`config.mk`:
```
export PLATFORM = sky130hd
export DESIGN_NAME = serial_word_loader
export DESIGN_NICKNAME = d
export VERILOG_FILES = /design/src/rtl/serial_word_loader_pkg.sv /design/src/rtl/serial_word_loader_sipo_shift.sv /design/src/rtl/serial_word_loader.sv
export SDC_FILE = /design/constraint.sdc
export NUM_CORES = 1
export LEC_CHECK = 0
export ABC_AREA = 1
export CELL_PAD_IN_SITES_DETAIL_PLACEMENT = 0
export CELL_PAD_IN_SITES_GLOBAL_PLACEMENT = 1
export CORE_ASPECT_RATIO = 1.4
export CORE_MARGIN = 2
export CORE_UTILIZATION = 40
export DETAILED_ROUTE_END_ITERATION = 10
export HOLD_SLACK_MARGIN = 0.02
export PLACE_DENSITY_LB_ADDON = 0.1
export SYNTH_ARGS = -nofsm -noshare
export SYNTH_HDL_FRONTEND = slang
export SYNTH_SLANG_ARGS = --single-unit
```
`constraint.sdc`:
```
create_clock -name clk -period 3.8 [get_ports clk]
set_input_delay 0.95 -clock clk [delete_from_list [all_inputs] [get_ports clk]]
set_output_delay 0.95 -clock clk [all_outputs]
set_load 0.03 [all_outputs]
```
`src/rtl/serial_word_loader_pkg.sv`:
```
// Shared types and width helpers for the serial word loader.
// No logic; compile-time definitions only.
// Imported by the top level and the shift-register sub-module.
package serial_word_loader_pkg;

    // FSM encoding: IDLE waits for the first bit, SHIFT holds a partial word.
    typedef enum logic {
        ST_IDLE  = 1'b0,
        ST_SHIFT = 1'b1
    } state_t;

    // Width needed to hold the values 0..n, never less than one bit.
    function automatic int cnt_width(input int n);
        int w;
        w = $clog2(n + 1);
        return (w < 1) ? 1 : w;
    endfunction

endpackage

```
`src/rtl/serial_word_loader_sipo_shift.sv`:
```
// Serial-in/parallel-out shift register, buff_len bits wide.
// Latency: par reflects a shifted bit one edge after shift_en.
// No backpressure; flush and clr clear the register and win over shift_en.
module sipo_shift #(
    parameter int buff_len  = 8,
    parameter bit MSB_FIRST = 1'b1
) (
    input  logic                clk,
    input  logic                clr,
    input  logic                shift_en,
    input  logic                flush,
    input  logic                sin,
    output logic [buff_len-1:0] par
);

    logic [buff_len-1:0] par_next;

    // Direction of the shift: MSB-first enters at the LSB, LSB-first enters at the MSB.
    generate
        if (MSB_FIRST) begin : g_msb
            assign par_next = {par[buff_len-2:0], sin};
        end else begin : g_lsb
            assign par_next = {sin, par[buff_len-1:1]};
        end
    endgenerate

    // Shift register update; clearing takes precedence over shifting.
    always_ff @(posedge clk) begin
        if (clr || flush) begin
            par <= '0;
        end else if (shift_en) begin
            par <= par_next;
        end
    end

endmodule

```
`src/rtl/serial_word_loader.sv`:
```
// Assembles a serial bit stream into buff_len-bit words and strobes load per word.
// Latency: load and x are visible the cycle after the last bit is sampled.
// No backpressure; abort and inter-bit timeout discard a partial word, x is kept.
module serial_word_loader
    import serial_word_loader_pkg::*;
#(
    parameter int buff_len  = 8,
    parameter bit MSB_FIRST = 1'b1,
    parameter int TIMEOUT   = 16
) (
    input  logic                             clk,
    input  logic                             clr,
    input  logic                             sin,
    input  logic                             sin_valid,
    input  logic                             abort,
    output logic [buff_len-1:0]              x,
    output logic                             load,
    output logic                             busy,
    output logic [cnt_width(buff_len)-1:0]   bit_cnt,
    output logic                             timeout_err
);

    localparam int CW = cnt_width(buff_len);
    localparam int IW = cnt_width(TIMEOUT);

    localparam logic [CW-1:0] CNT_LAST  = CW'(buff_len - 1);
    localparam logic [CW-1:0] CNT_ONE   = CW'(1);
    localparam logic [IW-1:0] IDLE_LAST = (TIMEOUT > 0) ? IW'(TIMEOUT - 1) : '0;
    localparam logic [IW-1:0] IDLE_ONE  = IW'(1);

    state_t              state;
    state_t              state_nxt;
    logic [IW-1:0]       idle_cnt;
    logic [IW-1:0]       idle_nxt;
    logic [CW-1:0]       cnt_nxt;
    logic                shift_en;
    logic                flush;
    logic                done;
    logic                tmo;
    logic [buff_len-1:0] par;
    logic [buff_len-1:0] word_full;

    sipo_shift #(
        .buff_len  (buff_len),
        .MSB_FIRST (MSB_FIRST)
    ) u_sipo (
        .clk      (clk),
        .clr      (clr),
        .shift_en (shift_en),
        .flush    (flush),
        .sin      (sin),
        .par      (par)
    );

    // The completed word includes the bit sampled on the completing edge, which
    // never enters the shift register (it is flushed on that edge instead).
    generate
        if (MSB_FIRST) begin : g_word_msb
            assign word_full = {par[buff_len-2:0], sin};
        end else begin : g_word_lsb
            assign word_full = {sin, par[buff_len-1:1]};
        end
    endgenerate

    assign busy = (state == ST_SHIFT);

    // State register.
    always_ff @(posedge clk) begin
        if (clr) begin
            state <= ST_IDLE;
        end else begin
            state <= state_nxt;
        end
    end

    // Next-state and datapath control; abort outranks completion and timeout.
    always_comb begin
        state_nxt = state;
        shift_en  = 1'b0;
        flush     = 1'b0;
        done      = 1'b0;
        tmo       = 1'b0;
        cnt_nxt   = bit_cnt;
        idle_nxt  = idle_cnt;
        if (abort) begin
            state_nxt = ST_IDLE;
            flush     = 1'b1;
            cnt_nxt   = '0;
            idle_nxt  = '0;
        end else begin
            case (state)
                ST_IDLE: begin
                    idle_nxt = '0;
                    if (sin_valid) begin
                        shift_en  = 1'b1;
                        cnt_nxt   = CNT_ONE;
                        state_nxt = ST_SHIFT;
                    end
                end
                ST_SHIFT: begin
                    if (sin_valid) begin
                        idle_nxt = '0;
                        if (bit_cnt == CNT_LAST) begin
                            done      = 1'b1;
                            flush     = 1'b1;
                            cnt_nxt   = '0;
                            state_nxt = ST_IDLE;
                        end else begin
                            shift_en = 1'b1;
                            cnt_nxt  = bit_cnt + CNT_ONE;
                        end
                    end else if (TIMEOUT > 0) begin
                        if (idle_cnt == IDLE_LAST) begin
                            tmo       = 1'b1;
                            flush     = 1'b1;
                            cnt_nxt   = '0;
                            idle_nxt  = '0;
                            state_nxt = ST_IDLE;
                        end else begin
                            idle_nxt = idle_cnt + IDLE_ONE;
                        end
                    end
                end
                default: begin
                    state_nxt = ST_IDLE;
                    flush     = 1'b1;
                    cnt_nxt   = '0;
                    idle_nxt  = '0;
                end
            endcase
        end
    end

    // Output and counter registers; x only moves on a completed word or clr.
    always_ff @(posedge clk) begin
        if (clr) begin
            x           <= '0;
            load        <= 1'b0;
            timeout_err <= 1'b0;
            bit_cnt     <= '0;
            idle_cnt    <= '0;
        end else begin
            load        <= done;
            timeout_err <= tmo;
            bit_cnt     <= cnt_nxt;
            idle_cnt    <= idle_nxt;
            if (done) begin
                x <= word_full;
            end
        end
    end

endmodule

```
==> impl_metrics.yaml, run 1 <==
timing:
  setup-tns-final_ps: 0
  finalCritPeriodShare_pct: 64.95
  clock.fmax_mhz: 405.2
  post-route-min-period_ps: 2468
  setup_violations: 0
  tightest_slew_ps: 325.0
  hold_viol: 0
  relSlewSlack_pct: 78.26
  grt_setup_unrepaired: "false"
  finClkSkew_ps: 3.228
  fin_hold_ws_ps: 466.5
  slew_viol_final: 0
layout:
  n_antenna_cell: 0
  most-common-layout-cells: "dfxtp_1 (27), nand2_1 (26), nor2_1 (24)"
  area_growth_pct: 24.22
  fin_nets: 180
  layoutNonFillerInstCount: 208
  utilization_pct: 51.42
  drive_gt1_share_pct: 10.53
  layout_commonest_cell: "dfxtp_1"
clocking:
  clock-sinks: 27
  clkSlewWorstSetupHoldPaths_ps: 90
  cts_inserted_buffers: 3
  post_cts_buffers: 0
  clk_path_buf_depth: 2
  worstSkewPairLatency_ps: 270
  h-tree-depth: 1
  clock-root-buffer: "clkbuf_8"
  cts_resized: 0
  cts_hold_buf: 0
  cts_tree: "yes"
worst_setup_path:
  critPathLaunchType: "flip-flop"
  crit_buf_inv: 1
  cp.arrival_ps: 1520
  crit_type: "flip-flop to output port"
  worst_path_max_delay_cell: "clkdlybuf4s50_1"
  crit_family: "buffers and inverters"
  critPathMaxFanout: 7
  required_ps: 2850
  cp-end-kind: "output port"
  slowest_delay_ps: 740
  cp_cell_sequence: "clkdlybuf4s50_1"
power_and_ir_drop:
  vdd_drop_max_v: 0.0002469
  p_comb_share_pct: 6.1
  seqPwrFrac_pct: 60.2
  power.density_mw_per_mm2: 327.4
  netSwitchingPower_w: 0.0001076
  power.share.clock_pct: 33.7
  finalPower_w: 0.0004748
  p_leak_nw: 0.5053
  p_int_w: 0.0003672
  switching_share_pct: 22.65
synthesis:
  yosysWarnings: 0
  syn_avg_cell_area_um2: 7.888
  synth_fp_nets: 156
  synthesis.area_mm2: 0.001167
  synth_seq_area_share_pct: 46.30
  yosysTopAreaCellShare_pct: 46.30
  synth_area_leaders: "dfxtp_1 (46%), nand2_1 (8.4%), nor2_1 (7.7%)"
  syn_inst: 148
  ys_ff_latch: 27
  yosysTopAreaCell: "dfxtp_1"
  synth_cell_types: 21
place:
  gp_congestion: 0.8343
  port_buffers: 19
  dp.cells: 204
  dp_hpwl_um: 1813
grt:
  antenna_found_initial: 0
  grt_pass1_vias: 998
  grt_max_degree: 16
  grt-ovfl-total: 0
  grtUsageTotal_pct: 15.87
  grt_pass1_wl_um: 4222
detailed_routing:
  num_vias: 996
  first_iter_violations: 8
  drt_wl_total_um: 2275
  ant_nets: 0
  avgViaCountPerCell: 4.788
  wire_per_inst_um: 10.94
  drc_errors: 0
  first_pass_iters: 4
floorplanning:
  io_pins: 20
  dieArea_mm2: 0.003373
  die_width_um: 49.66
  coreArea_mm2: 0.002820
  dieHeight_um: 67.92
  row_count: 23
  floorplan.initialDensity_pct: 41.39
flow_run:
  drv_cap: 0
status:
  outcome: "finished clean"
worst_hold_path:
  hold_path_class: "flip-flop to flip-flop"
-- cells in the mapped netlist --
cell,n
ha_1,3
nand2_2,4
nor2_2,1
nand3_4,1
inv_1,14
xor2_1,1
nand4_1,9
and3_1,1
nand2_1,26
o21ai_0,3
clkinv_1,1
nand3_1,11
nor3b_2,1
dfxtp_1,27
nor4_1,1
nor2_4,2
nor2_1,24
inv_2,3
nor3_4,1
a21oi_1,13
nand4_4,1
-- logic make-up after synthesis --
| kind of cell | count (synthesis) | synth area share [%] |
|---|---|---|
| flops | 27 | 46.30 |
| fa+ha+maj | 3 | 3.216 |
| xor+xnor | 1 | 0.7504 |
| simple gates | 83 | 37.09 |
| buf+inv | 18 | 5.787 |
| compound gates | 16 | 6.859 |
-- area by class of cell --
type / count / area (um^2)
Tap cell: 37 / 46.29
Inverter: 18 / 67.56
Fill cell: 312 / 1370
Timing Repair Buffer: 19 / 190.2
Clock buffer: 3 / 41.29
Clock inverter: 1 / 5.005
Sequential cell: 27 / 540.5
Multi-Input combinational cell: 103 / 559.3
-- power by group through the flow --
stage | sequential (W) | clock, W | combinational (W)
2_1_floorplan | 0.000294 | 0 | 0.0000156
5_1_grt | 0.000286 | 0.000180 | 0.0000327
3_3_place_gp | 0.000293 | 0 | 0.0000292
6_report | 0.000286 | 0.000160 | 0.0000290
3_5_place_dp | 0.000293 | 0 | 0.0000291
4_1_cts | 0.000286 | 0.000166 | 0.0000293
-- routing by layer --
layer  part of all wire [%]  up-vias  GRT usage (%)
li1                       -      532              -
met1                     45      448          19.16
met2                     50       14          27.67
met3                    3.1        2          3.057
met4                    1.1        0          6.597
met5                      0        -              0
-- path summary, 6_finish.rpt --
path / end / start / slack, ps / cells after the start
max reg2reg: u_sipo.par[1] / idle_cnt[0] / 2210 / 9
min: idle_cnt[3] / idle_cnt[3] / 470 / 2
min reg2reg: idle_cnt[3] / idle_cnt[3] / 470 / 2
max: bit_cnt[2] / bit_cnt[2] / 1330 / 1
-- sequential cells by signal (all words and copies together) (netlist names) --
name         cells
bit_cnt          4
busy             1
idle_cnt         5
load             1
timeout_err      1
u_sipo.par       7
x                8
-- through the flow --
stage	worst slack, ps	area [um^2]
finish	1332	1450
global route	1273	1450
CTS	1315	1450
detailed placement	1513	1404
global placement	1522	1404
floorplan	2213	1167
No activity file was read; power rests on OpenSTA's default activity.
==> inputs of run 2 (changes only) <==
--- a/config.mk
+++ b/config.mk
@@ -10,7 +10,7 @@
 export CELL_PAD_IN_SITES_GLOBAL_PLACEMENT = 1
 export CORE_ASPECT_RATIO = 1.4
 export CORE_MARGIN = 2
-export CORE_UTILIZATION = 40
+export CORE_UTILIZATION = 37
 export DETAILED_ROUTE_END_ITERATION = 10
 export HOLD_SLACK_MARGIN = 0.02
 export PLACE_DENSITY_LB_ADDON = 0.1
==> constraint.sdc (replaced) <==
create_clock -name clk -period 2.6 [get_ports clk]
set_input_delay 0.65 -clock clk [delete_from_list [all_inputs] [get_ports clk]]
set_output_delay 0.65 -clock clk [all_outputs]
set_load 0.03 [all_outputs]
==> run 2 against run 1 <==
Effect of this change:
- flip-flop and latch count stayed put
- highest routed layer unchanged
- die area is 7.5% higher
- clock power is 46% higher
- via count is 0.80% lower
- wire length is 1.5% higher
- global-route usage is 1.4 points lower
- count of clock-buffer cells in the layout is 1 higher
- critical path type unchanged
- sequential power is 46% higher
==> impl_metrics.yaml, run 2 (synthesized netlist as in run 1, its figures left out) <==
status:
  outcome: "finished clean"
grt:
  grt_pass1_vias: 942
  grtUsageMet3_pct: 2.778
  grt_max_degree: 15
  grtUsageTotal_pct: 14.48
  use_met1_pct: 18.19
  grt_util_met2_pct: 23.22
  grt-ovfl-total: 0
  top_usage_layer: "met2"
  grt_pass1_wl_um: 4057
  antenna_found_initial: 0
timing:
  hold_viol: 0
  setup-tns-final_ps: 0
  grt_setup_unrepaired: "false"
  clock.fmax_mhz: 458.1
  finalCritPeriodShare_pct: 83.95
  worst_slack_ps: 417.3
  relSlewSlack_pct: 77.82
  setup_violations: 0
  tightest_slew_ps: 332.3
  slew_viol_final: 0
  post-route-min-period_ps: 2183
  finClkSkew_ps: 5.854
  fin_hold_ws_ps: 469.0
detailed_routing:
  drc_errors: 0
  num_vias: 988
  ant_nets: 0
  avgViaCountPerCell: 4.705
  drt_wl_total_um: 2310
  first_iter_violations: 17
  wire_per_inst_um: 11.00
  first_pass_iters: 6
worst_setup_path:
  reg2reg_slack_ps: 1010
  r2r-end: "u_sipo.par[5]"
  required_ps: 1950
  critPathLaunchType: "flip-flop"
  cp_cell_sequence: "clkdlybuf4s50_1"
  rr_startpoint: "idle_cnt[0]"
  critPathMaxFanout: 7
  worst_path_max_delay_cell: "clkdlybuf4s50_1"
  cp.arrival_ps: 1530
  crit_type: "flip-flop to output port"
  cp-end-kind: "output port"
  slowest_delay_ps: 740
  crit_buf_inv: 1
  crit_family: "buffers and inverters"
  ff2ff_path_depth: 9
place:
  pre_cts_ws_ps: 569.8
  dp_hpwl_um: 1827
  gp_congestion: 0.7895
  port_buffers: 19
clocking:
  clock-sinks: 27
  h-tree-depth: 1
  clk_path_buf_depth: 2
  clock-root-buffer: "clkbuf_8"
  cts_resized: 0
  worstSkewPairLatency_ps: 270
  cts_hold_buf: 0
  cts_inserted_buffers: 3
  cts_tree: "yes"
  clkSlewWorstSetupHoldPaths_ps: 90
  post_cts_buffers: 0
layout:
  fillers: 343
  layout_commonest_cell: "dfxtp_1"
  most-common-layout-cells: "dfxtp_1 (27), nand2_1 (26), nor2_1 (24)"
  drive_gt1_share_pct: 9.942
  fin_nets: 180
  n_antenna_cell: 0
  largest_register_ffs: 8
  area_growth_pct: 24.33
  largest_registers: "x (8), u_sipo.par (7), idle_cnt (5)"
  top_register: "x"
  utilization_pct: 47.39
worst_hold_path:
  min-delay-start: "u_sipo.par[6]"
  hold_depth: 2
  hold_path_class: "flip-flop to flip-flop"
  hold_end: "u_sipo.par[6]"
floorplanning:
  dieArea_mm2: 0.003627
  row_count: 24
  floorplan.initialDensity_pct: 38.11
  io_pins: 20
  coreArea_mm2: 0.003063
  dieHeight_um: 70.46
  die_width_um: 51.47
power_and_ir_drop:
  power.density_mw_per_mm2: 478.2
  p_leak_nw: 0.5025
  vdd_drop_max_v: 0.0002803
  finalPower_w: 0.0006941
flow_run:
  drv_cap: 0
==> run 2: changes by cell type in the layout (fill, tap and decap cells not counted) <==
cell      previous run  this run
clkinv_2             1         0
clkbuf_1             0         1
==> run 2: worst register-to-register path: stages (launching register included) <==
cell and delay (ps):
dfxtp_1 340, ha_1 220, nand2_1 80, nor2_1 40, ha_1 200, nor2_1 220, nor2_1 80, nand2_1 80
nand2_2 120, a21oi_1 140
==> run 2: power by group <==
part	total, W	switching [W]	internal, W	leakage [nW]
sequential	0.000418	0.00000270	0.000415	0.218
combinational	0.0000430	0.0000285	0.0000145	0.262
clock	0.000233	0.000124	0.000110	0.0228
==> run 2: area by class of cell <==
| type | instances | area (um^2) | share of cell area (%) |
|---|---|---|---|
| clock buffer | 4 | 45.04 | 3.103 |
| inverter | 18 | 67.56 | 4.655 |
| sequential | 27 | 540.5 | 37.24 |
| timing repair buffer | 19 | 190.2 | 13.10 |
| tap | 39 | 48.80 | 3.362 |
| multi-input combinational | 103 | 559.3 | 38.53 |
==> run 2: layer usage <==
layer / vias up / wire length (um) / share of wire (%)
met2: 12 / 1144 / 50
met5: - / 0 / 0
met4: 0 / 40 / 1.7
met1: 438 / 1057 / 46
li1: 534 / - / -
met3: 4 / 67 / 2.9
==> run 2: stage by stage <==
stage               cells  instance area [um^2]
floorplan             148                  1167
global placement      206                  1406
detailed placement    206                  1406
CTS                   210                  1451
global route          210                  1451
finish                210                  1451
==> run 2: worst max-delay path by stage <==
stage | from | to | slack (ps) | depth (start not counted)
6_report | bit_cnt[2] | bit_cnt[2] | 420 | 1
5_1_grt | bit_cnt[2] | bit_cnt[2] | 370 | 1
4_1_cts | bit_cnt[2] | bit_cnt[2] | 410 | 1
3_5_place_dp | abort | idle_cnt[2] | 570 | 6
3_3_place_gp | abort | idle_cnt[2] | 610 | 6
2_1_floorplan | bit_cnt[0] | x[0] | 1100 | 6
==> inputs of run 3 (changes only) <==
==> constraint.sdc (replaced) <==
create_clock -name clk -period 2.2 [get_ports clk]
set_input_delay 0.55 -clock clk [delete_from_list [all_inputs] [get_ports clk]]
set_output_delay 0.55 -clock clk [all_outputs]
set_load 0.03 [all_outputs]
==> run 3 against run 2 <==
Effect of this change:
- global-route usage stayed put
- hold slack hardly changed
- clock power is 20% higher
- die area stayed put
- highest routed layer unchanged
==> impl_metrics.yaml, run 3 (synthesized netlist as in run 1, its figures left out) <==
status:
  outcome: "finished clean"
layout:
  area_growth_pct: 25.62
  layoutNonFillerInstCount: 212
  largest_registers: "x (8), u_sipo.par (7), idle_cnt (5)"
  n_antenna_cell: 0
  fin_nets: 182
  largest_register_ffs: 8
  top_register: "x"
  utilization_pct: 47.88
  final_area_mm2: 0.001466
  drive_gt1_share_pct: 10.98
  layout_commonest_cell: "dfxtp_1"
  most-common-layout-cells: "dfxtp_1 (27), nand2_1 (26), nor2_1 (24)"
grt:
  grt_max_degree: 15
  use_met1_pct: 17.25
  grt-ovfl-total: 0
  grtUsageTotal_pct: 14.48
  grt_util_met2_pct: 24.79
  grt_pass1_wl_um: 4077
  grtUsageMet3_pct: 2.564
  top_usage_layer: "met2"
  antenna_found_initial: 0
  grt_pass1_vias: 945
detailed_routing:
  num_vias: 987
  first_pass_iters: 4
  first_iter_violations: 26
  wire_per_inst_um: 10.57
  avgViaCountPerCell: 4.656
  ant_nets: 0
  drc_errors: 0
  drt_wl_total_um: 2241
worst_setup_path:
  slowest_delay_ps: 720
  crit_buf_inv: 1
  crit_type: "flip-flop to output port"
  crit_family: "buffers and inverters"
  critPathLaunchType: "flip-flop"
  cp.arrival_ps: 1470
  cp_cell_sequence: "clkdlybuf4s50_1"
  reg2reg_slack_ps: 620
  cp-end-kind: "output port"
  required_ps: 1650
  critPathMaxFanout: 5
  worst_path_max_delay_cell: "clkdlybuf4s50_1"
power_and_ir_drop:
  vdd_drop_max_v: 0.0003261
  power.density_mw_per_mm2: 562.5
  p_int_w: 0.0006386
  switching_share_pct: 22.58
  p_leak_nw: 0.5128
  netSwitchingPower_w: 0.0001862
  seqPwrFrac_pct: 59.9
  power.share.clock_pct: 33.8
  p_comb_share_pct: 6.3
timing:
  setup_violations: 0
  hold_viol: 0
  fin_hold_ws_ps: 468.8
  finalCritPeriodShare_pct: 91.63
  finClkSkew_ps: 1.765
  tightest_slew_ps: 324.1
  grt_setup_unrepaired: "false"
  clock.fmax_mhz: 496.1
  slew_viol_final: 0
  setup-tns-final_ps: 0
  post-route-min-period_ps: 2016
  relSlewSlack_pct: 78.32
worst_hold_path:
  hold_path_class: "flip-flop to flip-flop"
place:
  dp.cells: 208
  placed_area_mm2: 0.001421
  port_buffers: 19
  gp_congestion: 0.7705
  dp_hpwl_um: 1775
clocking:
  cts_resized: 0
  clkSlewWorstSetupHoldPaths_ps: 90
  h-tree-depth: 1
  cts_inserted_buffers: 3
  cts_tree: "yes"
  cts_hold_buf: 0
  post_cts_buffers: 0
  worstSkewPairLatency_ps: 270
  clk_path_buf_depth: 2
  clock-sinks: 27
  clock-root-buffer: "clkbuf_8"
floorplanning:
  floorplan.initialDensity_pct: 38.11
  die_width_um: 51.47
  dieArea_mm2: 0.003627
  dieHeight_um: 70.46
  coreArea_mm2: 0.003063
  row_count: 24
  io_pins: 20
flow_run:
  drv_cap: 0
## run 3: cell count changes in the layout (fill, tap and decap cells not counted)
cell,previous run,this run
buf_4,0,2
## run 3: area by class of cell
| class | instances | area, um^2 |
|---|---|---|
| well taps | 39 | 48.80 |
| multi-input cells | 103 | 559.3 |
| clock buffers | 4 | 45.04 |
| flip-flops and latches | 27 | 540.5 |
| inverters | 18 | 67.56 |
| repair buffers | 21 | 205.2 |
| fillers | 325 | 1597 |
## run 3: power by group through the flow
stage	clock network, W	registers (W)	logic [W]
2_1_floorplan	0	0.000508	0.0000270
3_5_place_dp	0	0.000505	0.0000526
3_3_place_gp	0	0.000505	0.0000523
6_report	0.000279	0.000494	0.0000521
4_1_cts	0.000292	0.000494	0.0000528
5_1_grt	0.000307	0.000494	0.0000582
## run 3: metrics by stage
| step | total power (W) | setup WS (ps) |
|---|---|---|
| 2_1_floorplan | 0.0005350 | 703.0 |
| 3_3_place_gp | 0.0005576 | 295.8 |
| 3_5_place_dp | 0.0005578 | 274.2 |
| 4_1_cts | 0.0008385 | 166.5 |
| 5_1_grt | 0.0008591 | 112.7 |
| 6_report | 0.0008248 | 184.1 |
## run 3: per-layer routing
metal / wire length (um) / vias to the layer above
li1: - / 534
met1: 1071 / 435
met2: 1065 / 13
met3: 57 / 5
met4: 45 / 0
met5: 0 / -
## run 3: path summary, 6_finish.rpt
path | end | depth (start not counted) | from
max | bit_cnt[3] | 1 | bit_cnt[3]
max reg2reg | u_sipo.par[6] | 9 | idle_cnt[0]
min reg2reg | u_sipo.par[6] | 2 | u_sipo.par[6]
min | u_sipo.par[6] | 2 | u_sipo.par[6]
